===== src/rtl/lane_dly_seq_if.sv =====
// Command handshake bundle for the lane delay-line sequencer.
// Master issues one delay-line command; slave accepts on VALID && READY.
interface lane_dly_seq_if;
    logic       CMD_VALID;
    logic       CMD_READY;
    logic [1:0] CMD_OP;
    logic       CMD_SEL;
    logic [7:0] CMD_TAPS;

    modport master (
        output CMD_VALID,
        output CMD_OP,
        output CMD_SEL,
        output CMD_TAPS,
        input  CMD_READY
    );

    modport slave (
        input  CMD_VALID,
        input  CMD_OP,
        input  CMD_SEL,
        input  CMD_TAPS,
        output CMD_READY
    );
endinterface


===== src/rtl/lane_dly_seq.sv =====
// Lane delay-line sequencer: steps or reloads the RX/TX delay line taps
// and tracks the resulting tap positions.
module lane_dly_seq #(
    parameter int unsigned MOVE_GAP  = 4,
    parameter int unsigned PAUSE_CYC = 3,
    parameter logic [7:0]  INIT_TAP  = 8'd1
) (
    input  logic                FAB_CLK,
    input  logic                ARST_N,
    lane_dly_seq_if.slave       cmd,
    input  logic                RX_DELAY_LINE_OUT_OF_RANGE,
    input  logic                TX_DELAY_LINE_OUT_OF_RANGE,
    output logic                DELAY_LINE_SEL,
    output logic                DELAY_LINE_LOAD,
    output logic                DELAY_LINE_DIRECTION,
    output logic                DELAY_LINE_MOVE,
    output logic                HS_IO_CLK_PAUSE,
    output logic                DONE,
    output logic                ERR,
    output logic                BUSY,
    output logic [7:0]          TAP_RX,
    output logic [7:0]          TAP_TX
);

    typedef enum logic [2:0] {
        IDLE, SETUP, PRE_PAUSE, LOAD,
        POST_PAUSE, MOVE, GAP, FINISH
    } state_t;

    localparam logic [1:0] OP_INC  = 2'b00;
    localparam logic [1:0] OP_LOAD = 2'b10;
    localparam logic [1:0] OP_ILL  = 2'b11;

    localparam logic [3:0] GAP_LAST   = 4'(MOVE_GAP - 2);
    localparam logic [3:0] PAUSE_LAST = 4'(PAUSE_CYC - 1);

    state_t     state_q;
    state_t     state_d;
    logic [1:0] op_q;
    logic       sel_q;
    logic [7:0] cnt_q;
    logic [3:0] tmr_q;
    logic       err_q;
    logic       rdy_q;
    logic       set_err;
    logic       accept;
    logic       inc;
    logic       at_lim;
    logic       oor;
    logic [7:0] tap_sel;

    assign accept  = (state_q == IDLE) && rdy_q && cmd.CMD_VALID;
    assign inc     = (op_q == OP_INC);
    assign tap_sel = sel_q ? TAP_TX : TAP_RX;
    assign oor     = sel_q ? TX_DELAY_LINE_OUT_OF_RANGE
                           : RX_DELAY_LINE_OUT_OF_RANGE;
    assign at_lim  = inc ? (tap_sel == 8'hFF) : (tap_sel == 8'h00);

    assign cmd.CMD_READY = (state_q == IDLE) && rdy_q;

    // State register; reset discards any command in flight.
    always_ff @(posedge FAB_CLK or negedge ARST_N) begin
        if (!ARST_N) begin
            state_q <= IDLE;
        end else begin
            state_q <= state_d;
        end
    end

    // Next-state decisions and state-decoded lane controls.
    always_comb begin
        state_d              = state_q;
        set_err              = 1'b0;
        BUSY                 = (state_q != IDLE);
        DELAY_LINE_SEL       = (state_q != IDLE) && sel_q;
        DELAY_LINE_DIRECTION = (state_q != IDLE) && inc;
        DELAY_LINE_MOVE      = (state_q == MOVE);
        DELAY_LINE_LOAD      = (state_q == LOAD);
        HS_IO_CLK_PAUSE      = (state_q == PRE_PAUSE) ||
                               (state_q == LOAD) ||
                               (state_q == POST_PAUSE);
        DONE                 = (state_q == FINISH);
        ERR                  = (state_q == FINISH) && err_q;
        unique case (state_q)
            IDLE: begin
                if (accept) state_d = SETUP;
            end
            SETUP: begin
                if (op_q == OP_LOAD) begin
                    state_d = PRE_PAUSE;
                end else if (op_q == OP_ILL) begin
                    state_d = FINISH;
                    set_err = 1'b1;
                end else if (cnt_q == 8'd0) begin
                    state_d = FINISH;
                end else if (at_lim) begin
                    state_d = FINISH;
                    set_err = 1'b1;
                end else begin
                    state_d = MOVE;
                end
            end
            PRE_PAUSE: begin
                if (tmr_q == PAUSE_LAST) state_d = LOAD;
            end
            LOAD: begin
                state_d = POST_PAUSE;
            end
            POST_PAUSE: begin
                if (tmr_q == PAUSE_LAST) state_d = FINISH;
            end
            MOVE: begin
                state_d = GAP;
            end
            GAP: begin
                if (tmr_q == GAP_LAST) begin
                    if (oor) begin
                        state_d = FINISH;
                        set_err = 1'b1;
                    end else if (cnt_q == 8'd0) begin
                        state_d = FINISH;
                    end else if (at_lim) begin
                        state_d = FINISH;
                        set_err = 1'b1;
                    end else begin
                        state_d = MOVE;
                    end
                end
            end
            FINISH: begin
                state_d = IDLE;
            end
        endcase
    end

    // Command latch, timers, error flag and tap tracking.
    always_ff @(posedge FAB_CLK or negedge ARST_N) begin
        if (!ARST_N) begin
            op_q   <= 2'b00;
            sel_q  <= 1'b0;
            cnt_q  <= 8'd0;
            tmr_q  <= 4'd0;
            err_q  <= 1'b0;
            rdy_q  <= 1'b0;
            TAP_RX <= INIT_TAP;
            TAP_TX <= INIT_TAP;
        end else begin
            rdy_q <= 1'b1;
            tmr_q <= (state_d == state_q) ? tmr_q + 4'd1 : 4'd0;
            if (accept) begin
                op_q  <= cmd.CMD_OP;
                sel_q <= cmd.CMD_SEL;
                cnt_q <= cmd.CMD_TAPS;
                err_q <= 1'b0;
            end
            if (set_err) err_q <= 1'b1;
            if (state_q == MOVE) begin
                cnt_q <= cnt_q - 8'd1;
                if (sel_q) TAP_TX <= inc ? TAP_TX + 8'd1 : TAP_TX - 8'd1;
                else       TAP_RX <= inc ? TAP_RX + 8'd1 : TAP_RX - 8'd1;
            end
            if (state_q == LOAD) begin
                if (sel_q) TAP_TX <= INIT_TAP;
                else       TAP_RX <= INIT_TAP;
            end
        end
    end

endmodule


===== src/flat_wrapper.sv =====
// flat-port wrapper written by rule: the top's interface ports become plain ports
module lane_dly_seq_flat 
#(
    parameter int unsigned MOVE_GAP  = 4,
    parameter int unsigned PAUSE_CYC = 3,
    parameter logic [7:0]  INIT_TAP  = 8'd1
)
  (FAB_CLK, ARST_N, RX_DELAY_LINE_OUT_OF_RANGE, TX_DELAY_LINE_OUT_OF_RANGE, DELAY_LINE_SEL, DELAY_LINE_LOAD, DELAY_LINE_DIRECTION, DELAY_LINE_MOVE, HS_IO_CLK_PAUSE, DONE, ERR, BUSY, TAP_RX, TAP_TX, cmd_CMD_VALID, cmd_CMD_OP, cmd_CMD_SEL, cmd_CMD_TAPS, cmd_CMD_READY);
  lane_dly_seq_if cmd_i ();
  input  logic FAB_CLK;
  input  logic ARST_N;
  input  logic RX_DELAY_LINE_OUT_OF_RANGE;
  input  logic TX_DELAY_LINE_OUT_OF_RANGE;
  output logic DELAY_LINE_SEL;
  output logic DELAY_LINE_LOAD;
  output logic DELAY_LINE_DIRECTION;
  output logic DELAY_LINE_MOVE;
  output logic HS_IO_CLK_PAUSE;
  output logic DONE;
  output logic ERR;
  output logic BUSY;
  output logic [7:0] TAP_RX;
  output logic [7:0] TAP_TX;
  input wire logic [$bits(cmd_i.CMD_VALID)-1:0] cmd_CMD_VALID;
  input wire logic [$bits(cmd_i.CMD_OP)-1:0] cmd_CMD_OP;
  input wire logic [$bits(cmd_i.CMD_SEL)-1:0] cmd_CMD_SEL;
  input wire logic [$bits(cmd_i.CMD_TAPS)-1:0] cmd_CMD_TAPS;
  output wire logic [$bits(cmd_i.CMD_READY)-1:0] cmd_CMD_READY;
  assign cmd_i.CMD_VALID = cmd_CMD_VALID;
  assign cmd_i.CMD_OP = cmd_CMD_OP;
  assign cmd_i.CMD_SEL = cmd_CMD_SEL;
  assign cmd_i.CMD_TAPS = cmd_CMD_TAPS;
  assign cmd_CMD_READY = cmd_i.CMD_READY;
  lane_dly_seq #(.MOVE_GAP(MOVE_GAP), .PAUSE_CYC(PAUSE_CYC), .INIT_TAP(INIT_TAP)) u_core (.FAB_CLK(FAB_CLK), .ARST_N(ARST_N), .cmd(cmd_i), .RX_DELAY_LINE_OUT_OF_RANGE(RX_DELAY_LINE_OUT_OF_RANGE), .TX_DELAY_LINE_OUT_OF_RANGE(TX_DELAY_LINE_OUT_OF_RANGE), .DELAY_LINE_SEL(DELAY_LINE_SEL), .DELAY_LINE_LOAD(DELAY_LINE_LOAD), .DELAY_LINE_DIRECTION(DELAY_LINE_DIRECTION), .DELAY_LINE_MOVE(DELAY_LINE_MOVE), .HS_IO_CLK_PAUSE(HS_IO_CLK_PAUSE), .DONE(DONE), .ERR(ERR), .BUSY(BUSY), .TAP_RX(TAP_RX), .TAP_TX(TAP_TX));
endmodule

===== config.mk =====
export PLATFORM = sky130hd
export DESIGN_NAME = lane_dly_seq_flat
export DESIGN_NICKNAME = d
export VERILOG_FILES = /design/src/rtl/lane_dly_seq_if.sv /design/src/rtl/lane_dly_seq.sv /design/src/flat_wrapper.sv
export SDC_FILE = /design/constraint.sdc
export NUM_CORES = 1
export LEC_CHECK = 0
export CAP_MARGIN = 15
export CORE_MARGIN = 2
export CORE_UTILIZATION = 40
export DETAILED_ROUTE_END_ITERATION = 10
export GPL_TIMING_DRIVEN = 0
export PLACE_DENSITY = 0.66
export SLEW_MARGIN = 15
export SYNTH_ARGS = -nofsm -noshare
export SYNTH_HDL_FRONTEND = slang
export SYNTH_SLANG_ARGS = --single-unit
export TNS_END_PERCENT = 1

===== constraint.sdc =====
create_clock -name FAB_CLK -period 3.4 [get_ports FAB_CLK]
set_clock_uncertainty 0.05 [all_clocks]
set_input_delay 0.34 -clock FAB_CLK [delete_from_list [all_inputs] [get_ports FAB_CLK]]
set_output_delay 0.34 -clock FAB_CLK [all_outputs]
set_load 0.1 [all_outputs]

==> impl_metrics.ini <==
[run_status]
status = finished, final reports clean

[sta]
fin_ws_ns = 0.213
fin_crit_sh_pct = 93.7
finalHoldViolations = 0
setup_viol = 0
whs_ns = 0.390
slew_violations = 0
rsz0062_at_grt = false
fmax_ghz = 0.314
min_period_ns = 3.19
worst_pin_slew_ns = 0.978
relSlewSlack_pct = 34.6
fin_tns_setup_ns = 0

[finish]
num-fill-cells = 580
diodes = 0
layout-drive-gt1-share_pct = 8.87
syn_to_final_growth_pct = 24.4
nNetsFinal = 362
finalInstanceArea_sq_um = 3040

[synthesis]
yosys.area.top_type = dfrtp_1
ys_warn_count = 0
syn_area_sq_um = 2440
synth_edf_count = 0
ys_seq_elements = 36
seq_area_frac_synth_pct = 37.0
post_synth.cell_area_avg_sq_um = 8.78
synthTopCellsByCount = 42 x nand2_1, 34 x dfrtp_1, 23 x nor2_1
yosys.area.top_type_share_pct = 34.9
mappedNetlistNets = 313
synth_top_cells_by_area = dfrtp_1 35%, ha_1 8.7%, nand2_1 6.5%
async_flop_share_pct = 100
synthCells = 278
synth.most_common_cell = nand2_1
synth_ff_type = dfrtp_1
yosysUniqueCellTypes = 58

[global_route]
grt.total_usage_pct = 19.3
grt-busiest-layer = met2
grtUsageMet3_pct = 4.13
grt.overflow.total = 0
antenna_found_initial = 0
grt_pass1_wl_um = 9920
met2_usage_pct = 32.0
grt_pass1_vias = 2182
grt_max_degree = 28
globalRouteMet1Util_pct = 24.7

[detailed_routing]
dr.first_iter.drc_count = 94
wl_per_cell_um = 14.1
wl_um = 5680
via_count = 2151
route.detailed.drc = 0
drtAntennaViolNets = 0
dr.pass1.iters = 5
avgViaCountPerCell = 5.35

[floorplanning]
start_util_pct = 41.2
die_area_sq_um = 6740
fp.dieW_um = 82.1
num_rows = 28
core_region_area_sq_um = 5920
die_y_um = 82.1
ios = 41

[cts]
cts-root-buf = clkbuf_8
clkSinkCount = 36
cts_setup_buffers = 0
cts_buffer_depth = 2
cts.reportedPaths.clkPinSlew_ns = 0.07
cts_tree = yes
cts-htree-levels = 2
clk-insertion-delay-late_ns = 0.29
ctsHoldBuffers = 1
cts_resized = 0
cts_buffers = 5

[job]
drv_cap = 0

[worst_setup_path]
cp.arrival_ns = 2.80
path_class = reg2out
end_kind = output pin
required_ns = 3.01
cp_max_fo = 13
r2r_slack_ns = 0.55
start_kind = flip-flop

[placed_design]
portBuffers = 40
pre_cts_ws_ns = 0.512
routabilityCongestion = 0.823
placed_cell_area_sq_um = 2950
dp_hpwl_um = 4290

[min_path]
hp-class = in2async
metrics by stage:
stage	cells	utilization, %
4_1_cts	402	51.3
2_1_floorplan	278	-
5_1_grt	402	51.3
6_report	402	51.3
3_5_place_dp	394	49.8
3_3_place_gp	393	49.6
placed cells by master, fill, tap and decap left out, drive strengths merged, types with 5 or more instances in the layout:
master,instances
nor2,25
a21oi,15
ha,17
nand2,42
buf,9
o21a,8
clkdlybuf4s50,39
nor3,5
clkbuf,7
xor2,6
nand3,9
o22ai,5
xnor2,5
dfrtp,34
inv,18
o21ai,19
layout make-up:
cell class	count	area, sq um	area share (%)
Sequential cell	36	903	29.7
Clock inverter	1	5.00	0.165
Timing Repair Buffer	42	425	14.0
Tap cell	75	93.8	3.09
Multi-Input combinational cell	216	1400	46.0
Clock buffer	6	72.6	2.39
Buffer	8	66.3	2.18
Inverter	18	75.1	2.47
final timing paths:
kind	endpoint	depth (start not counted)	startpoint
max in group asynchronous	async pin	3	ARST_N
min in group FAB_CLK	u_core.tmr_q[0]	1	u_core.tmr_q[0]
min reg2reg	u_core.tmr_q[0]	1	u_core.tmr_q[0]
max reg2reg	flip-flop	9	u_core.op_q[1]
min	async pin	2	ARST_N
max	DELAY_LINE_DIRECTION	4	u_core.op_q[1]
metal layers:
metal | up-vias | share of wire, %
li1 | 1083 | -
met1 | 1002 | 47
met2 | 56 | 47
met3 | 10 | 4.6
met4 | 0 | 1.7
met5 | - | 0
critical path, stage by stage (launching register included):
cell and delay (ns):
dfrtp_1 0.42, nor2_2 0.39, inv_1 0.36, nor2_1 0.18, clkdlybuf4s50_1 1.14
cell families after synthesis:
family / Yosys count / synth area share (%)
simple gates: 109 / 21.8
flops: 36 / 37.0
compound gates: 75 / 20.5
mux: 1 / 0.410
xor+xnor: 11 / 3.95
other cells: 1 / 0.154
buf+inv: 26 / 5.79
fa+ha+maj: 19 / 10.4
Power is not shown: default switching activity piles up to over one toggle a cycle in this logic, so the estimate is an artifact.
